===== src/rtl/qreg_pkg.sv =====
// Shared definitions for the qreg sequencer: qreg mode encodings and sequencer states.
package qreg_pkg;

    localparam logic [1:0] MODE_LOAD  = 2'b00;
    localparam logic [1:0] MODE_SHIFT = 2'b01;
    localparam logic [1:0] MODE_HOLD  = 2'b10;

    typedef enum logic [1:0] {
        ST_IDLE,
        ST_LOAD,
        ST_SHIFT,
        ST_DONE
    } state_t;

endpackage


===== src/rtl/qreg_seq_if.sv =====
// Control bundle between the datapath, the sequencer and qreg's mode/serial inputs.
interface qreg_seq_if #(
    parameter int unsigned CNT_W = 3
);
    logic             start;
    logic [CNT_W-1:0] nshift;
    logic             rotate;
    logic             ser_in;
    logic             q0_fb;
    logic             pause;
    logic             C1;
    logic             C0;
    logic             si;
    logic             busy;
    logic             done;

    modport master (
        output start, nshift, rotate, ser_in, q0_fb, pause,
        input  C1, C0, si, busy, done
    );

    modport slave (
        input  start, nshift, rotate, ser_in, q0_fb, pause,
        output C1, C0, si, busy, done
    );
endinterface


===== src/rtl/qreg_seq.sv =====
// Load/shift/hold sequencer for qreg: parallel-load D, shift right nshift times, then hold and flag done.
module qreg_seq
    import qreg_pkg::*;
#(
    parameter int unsigned WIDTH = 4,
    parameter int unsigned CNT_W = 3
) (
    input  logic        clock,
    input  logic        reset,
    qreg_seq_if.slave   bus
);

    if (2 ** CNT_W <= WIDTH) begin : g_cnt_too_narrow
        $error("qreg_seq: CNT_W cannot represent a shift count of WIDTH");
    end

    state_t           state;
    logic [CNT_W-1:0] cnt;
    logic             rot_q;
    logic [1:0]       mode;

    always_ff @(posedge clock) begin
        if (reset) begin
            state <= ST_IDLE;
            cnt   <= '0;
            rot_q <= 1'b0;
        end else begin
            case (state)
                ST_IDLE: begin
                    if (bus.start) begin
                        cnt   <= bus.nshift;
                        rot_q <= bus.rotate;
                        state <= ST_LOAD;
                    end
                end
                ST_LOAD: begin
                    state <= (cnt != '0) ? ST_SHIFT : ST_DONE;
                end
                ST_SHIFT: begin
                    // A paused cycle drives Hold, so it must not consume a shift.
                    if (!bus.pause) begin
                        cnt <= cnt - 1'b1;
                        if (cnt == CNT_W'(1)) begin
                            state <= ST_DONE;
                        end
                    end
                end
                default: begin
                    state <= ST_IDLE;
                end
            endcase
        end
    end

    always_comb begin
        mode = MODE_HOLD;
        case (state)
            ST_LOAD:  mode = MODE_LOAD;
            ST_SHIFT: mode = bus.pause ? MODE_HOLD : MODE_SHIFT;
            default:  mode = MODE_HOLD;
        endcase
    end

    assign bus.C1   = mode[1];
    assign bus.C0   = mode[0];
    assign bus.si   = rot_q ? bus.q0_fb : bus.ser_in;
    assign bus.busy = (state != ST_IDLE);
    assign bus.done = (state == ST_DONE);

endmodule


===== src/flat_wrapper.sv =====
// flat-port wrapper written by rule: the top's interface ports become plain ports
module qreg_seq_flat import qreg_pkg::*;
#(
    parameter int unsigned WIDTH = 4,
    parameter int unsigned CNT_W = 3
)
  (clock, reset, bus_start, bus_nshift, bus_rotate, bus_ser_in, bus_q0_fb, bus_pause, bus_C1, bus_C0, bus_si, bus_busy, bus_done);
  qreg_seq_if #(.CNT_W(CNT_W)) bus_i ();
  input  logic clock;
  input  logic reset;
  input wire logic [$bits(bus_i.start)-1:0] bus_start;
  input wire logic [$bits(bus_i.nshift)-1:0] bus_nshift;
  input wire logic [$bits(bus_i.rotate)-1:0] bus_rotate;
  input wire logic [$bits(bus_i.ser_in)-1:0] bus_ser_in;
  input wire logic [$bits(bus_i.q0_fb)-1:0] bus_q0_fb;
  input wire logic [$bits(bus_i.pause)-1:0] bus_pause;
  output wire logic [$bits(bus_i.C1)-1:0] bus_C1;
  output wire logic [$bits(bus_i.C0)-1:0] bus_C0;
  output wire logic [$bits(bus_i.si)-1:0] bus_si;
  output wire logic [$bits(bus_i.busy)-1:0] bus_busy;
  output wire logic [$bits(bus_i.done)-1:0] bus_done;
  assign bus_i.start = bus_start;
  assign bus_i.nshift = bus_nshift;
  assign bus_i.rotate = bus_rotate;
  assign bus_i.ser_in = bus_ser_in;
  assign bus_i.q0_fb = bus_q0_fb;
  assign bus_i.pause = bus_pause;
  assign bus_C1 = bus_i.C1;
  assign bus_C0 = bus_i.C0;
  assign bus_si = bus_i.si;
  assign bus_busy = bus_i.busy;
  assign bus_done = bus_i.done;
  qreg_seq #(.WIDTH(WIDTH), .CNT_W(CNT_W)) u_core (.clock(clock), .reset(reset), .bus(bus_i));
endmodule

===== config.mk =====
export PLATFORM = sky130hd
export DESIGN_NAME = qreg_seq_flat
export DESIGN_NICKNAME = d
export VERILOG_FILES = /design/src/rtl/qreg_pkg.sv /design/src/rtl/qreg_seq_if.sv /design/src/rtl/qreg_seq.sv /design/src/flat_wrapper.sv
export SDC_FILE = /design/constraint.sdc
export NUM_CORES = 1
export LEC_CHECK = 0
export CAP_MARGIN = 20
export CORE_AREA = 3 3 40 42
export CTS_BUF_LIST = sky130_fd_sc_hd__clkbuf_2 sky130_fd_sc_hd__clkbuf_4 sky130_fd_sc_hd__clkbuf_8
export DETAILED_ROUTE_END_ITERATION = 7
export DIE_AREA = 0 0 43 45
export SETUP_SLACK_MARGIN = 0.05
export SYNTH_ARGS = -nofsm -noshare
export SYNTH_HDL_FRONTEND = slang
export SYNTH_SLANG_ARGS = --single-unit
export TNS_END_PERCENT = 50

===== constraint.sdc =====
create_clock -name clock -period 3.38 [get_ports clock]
set_clock_uncertainty 0.2 [all_clocks]
set_input_delay 0.676 -clock clock [delete_from_list [all_inputs] [get_ports clock]]
set_output_delay 0.676 -clock clock [all_outputs]
set_load 0.05 [all_outputs]

==> results.cfg <==
[global_route]
antenna_found_initial = 0
grt.overflow.total = 0
grt_max_degree = 9
grt_pass1_vias = 356
track_usage_pct = 10.9
grt_pass1_wl_mm = 1.48

[sta]
slew_violations = 0
setup_tns_ps = 0
hold_slack_ps = 272
finalCritPeriodShare_pct = 91.4
post-route-min-period_ps = 3090
rsz0062_at_grt = no
relSlewSlack_pct = 67.2
setup_viol = 0
hold_viol_final = 0
worst_pin_slew_ps = 491
max_freq_ghz = 0.324

[finish]
diodes = 0
instances_no_fill = 84
multi_input_area_um2 = 319
area_growth_pct = 35.4
fillers = 146
drive_above_1_share_pct = 14.5
layout.nets = 89
postLayoutCellArea_um2 = 641
seq_area_um2 = 120

[drt]
wl_um = 888
met3_length_um = 73
drtIter0Drc = 14
dr_wl_met2_um = 374
antenna_left = 0
drtPass1Iterations = 4
via_count = 401
wl_met1_um = 429
wl_per_cell_um = 10.6
top_layer_used = met4
viasPerCell = 4.77
drc = 0

[clocking]
cts_tree = built
cts-root-buf = clkbuf_4
ctsResizeCount = 0
ctsLongestPathBuffers = 2
clkTransAtPathRegs_ps = 50
cts_setup_buffers = 0
cts_made_buffers = 3
clock-sinks = 6
h-tree-depth = 1
hold_buffers = 0
clk_latency_ps = 240

[critical_path]
crit_path_max_fanout = 8
crit_type = reg -> out
cp_cell_sequence = inv_1, ha_1, inv_2, nor2_1, clkdlybuf4s50_1
cp_slowest_cell = clkdlybuf4s50_1
critPathTopFamily = buffers and inverters
crit_path_max_incr_delay_ps = 820
worst-path-buf-inv = 3
cp.required_ps = 2500
worstPathArrival_ps = 2210
start_kind = flip-flop
critical_path.endpoint_type = output pin

[synth]
yosysUniqueCellTypes = 24
synth-seq-cells = 6
syn_area_per_cell_um2 = 8.76
synthCells = 54
synthSimpleGateAreaFrac_pct = 16.9
synth-seq-area-share_pct = 25.4
synth_compound_area_share_pct = 22.8
syn_nets = 72
yosysWarnings = 0
synth_adder_area_share_pct = 21.2
synth_top_family_by_area = compound AO/OA/AOI/OAI gates
synth_xor_xnor_area_share_pct = 0
synthMuxAreaShare_pct = 6.61
syn-cell-area_um2 = 473

[min_path]
worst_hold_path_type = reg -> reg

[run]
maxCapViolations = 0

[placed_design]
gp_congestion = 0.673
port_buffers = 14
placed_area_um2 = 618
dp_hpwl_um = 682
dpl.cell_count = 81

[pwr]
power.total_w = 0.000591
cellPowerDensity_nw_per_um2 = 922
power.leakage_nw = 0.270
peakVddDrop_mv = 0.382

[floorplanning]
start_util_pct = 36.8
dieHeight_um = 45
fp.dieArea_um2 = 1940
die_w_um = 43
rows = 13
ios = 15
design.core.area_um2 = 1280

[status]
status = completed
## cells in the final DEF (no fill, tap or decap)
| cell | n |
|---|---|
| nand2_1 | 5 |
| o22ai_1 | 1 |
| o2bb2ai_1 | 1 |
| nor2b_4 | 1 |
| clkbuf_4 | 3 |
| inv_2 | 1 |
| dfxtp_1 | 6 |
| a21oi_2 | 1 |
| nand2b_1 | 1 |
| nor2_1 | 6 |
| o21ai_0 | 1 |
| clkdlybuf4s50_1 | 13 |
| o21a_1 | 1 |
| a21oi_1 | 4 |
| a221oi_2 | 1 |
| inv_1 | 5 |
| buf_4 | 1 |
| a211oi_4 | 1 |
| ha_1 | 8 |
| mux2_1 | 1 |
| o31ai_1 | 1 |
| o21ai_2 | 1 |
| mux2i_1 | 2 |
| nand3_1 | 2 |
| or3b_1 | 1 |
## synth_stat cells
cell / instances / area share [%]
o22ai_1: 1 / 1.3
inv_1: 5 / 4.0
inv_2: 1 / 0.79
ha_1: 8 / 21
mux2_1: 1 / 2.4
buf_4: 1 / 1.6
nand2_1: 5 / 4.0
nor2b_4: 1 / 2.9
a211oi_4: 1 / 4.2
nor2_1: 6 / 4.8
a21oi_2: 1 / 1.9
a221oi_2: 1 / 3.2
o21ai_2: 1 / 1.9
o31ai_1: 1 / 1.6
or3b_1: 1 / 1.9
o2bb2ai_1: 1 / 1.9
mux2i_1: 2 / 4.2
dfxtp_1: 6 / 25
o21ai_0: 1 / 1.1
nand2b_1: 1 / 1.3
o21a_1: 1 / 1.6
nand3_1: 2 / 2.1
a21oi_1: 4 / 4.2
clkbuf_1: 1 / 0.79
## registers in the layout (all words and copies together), names as in the netlist
name,flops
u_core.rot_q,1
u_core.state,2
u_core.cnt,3
## worst reg2reg max path: stages (launching register included)
cell and delay (ps):
dfxtp_1 340, inv_1 110, ha_1 430, nor2_1 140, a211oi_4 320, o21ai_2 100
a221oi_2 260
## where the power goes
part           switching (W)  total (W)  internal, W
sequential         0.0000252   0.000127     0.000101
clock              0.0000264  0.0000666    0.0000402
combinational       0.000239   0.000398     0.000159
## logic make-up after synthesis
family | after synthesis
buffers and inverters | 8
AND/OR/NAND/NOR | 16
AO/OA/AOI/OAI | 13
flip-flops | 6
adder cells (fa/ha/maj) | 8
multiplexers | 3
## stage by stage
stage               setup slack [ps]  utilization, %
floorplan                        603               -
global placement                 387            48.1
detailed placement               378            48.1
CTS                              284            49.9
global route                     137            49.9
finish                           290            49.9
## routing by layer
metal,track usage (%),up-vias
li1,-,216
met1,12.6,170
met2,15.6,13
met3,7.17,2
met4,5.42,0
met5,0,-
## path summary, 6_finish.rpt
path,start,to,slack (ps),cells after the start
max,u_core.state[0],bus_C0,290,5
min,u_core.rot_q,u_core.rot_q,270,2
max reg2reg,u_core.state[0],u_core.cnt[0],1400,6
min reg2reg,u_core.rot_q,u_core.rot_q,270,2
## area by class of cell
class	count	share of cell area, %
well taps	15	2.93
multi-input cells	40	49.8
flip-flops and latches	6	18.7
clock buffers	3	3.52
inverters	6	3.52
repair buffers	14	21.5
Note: power is estimated with default switching activity, not from simulation.
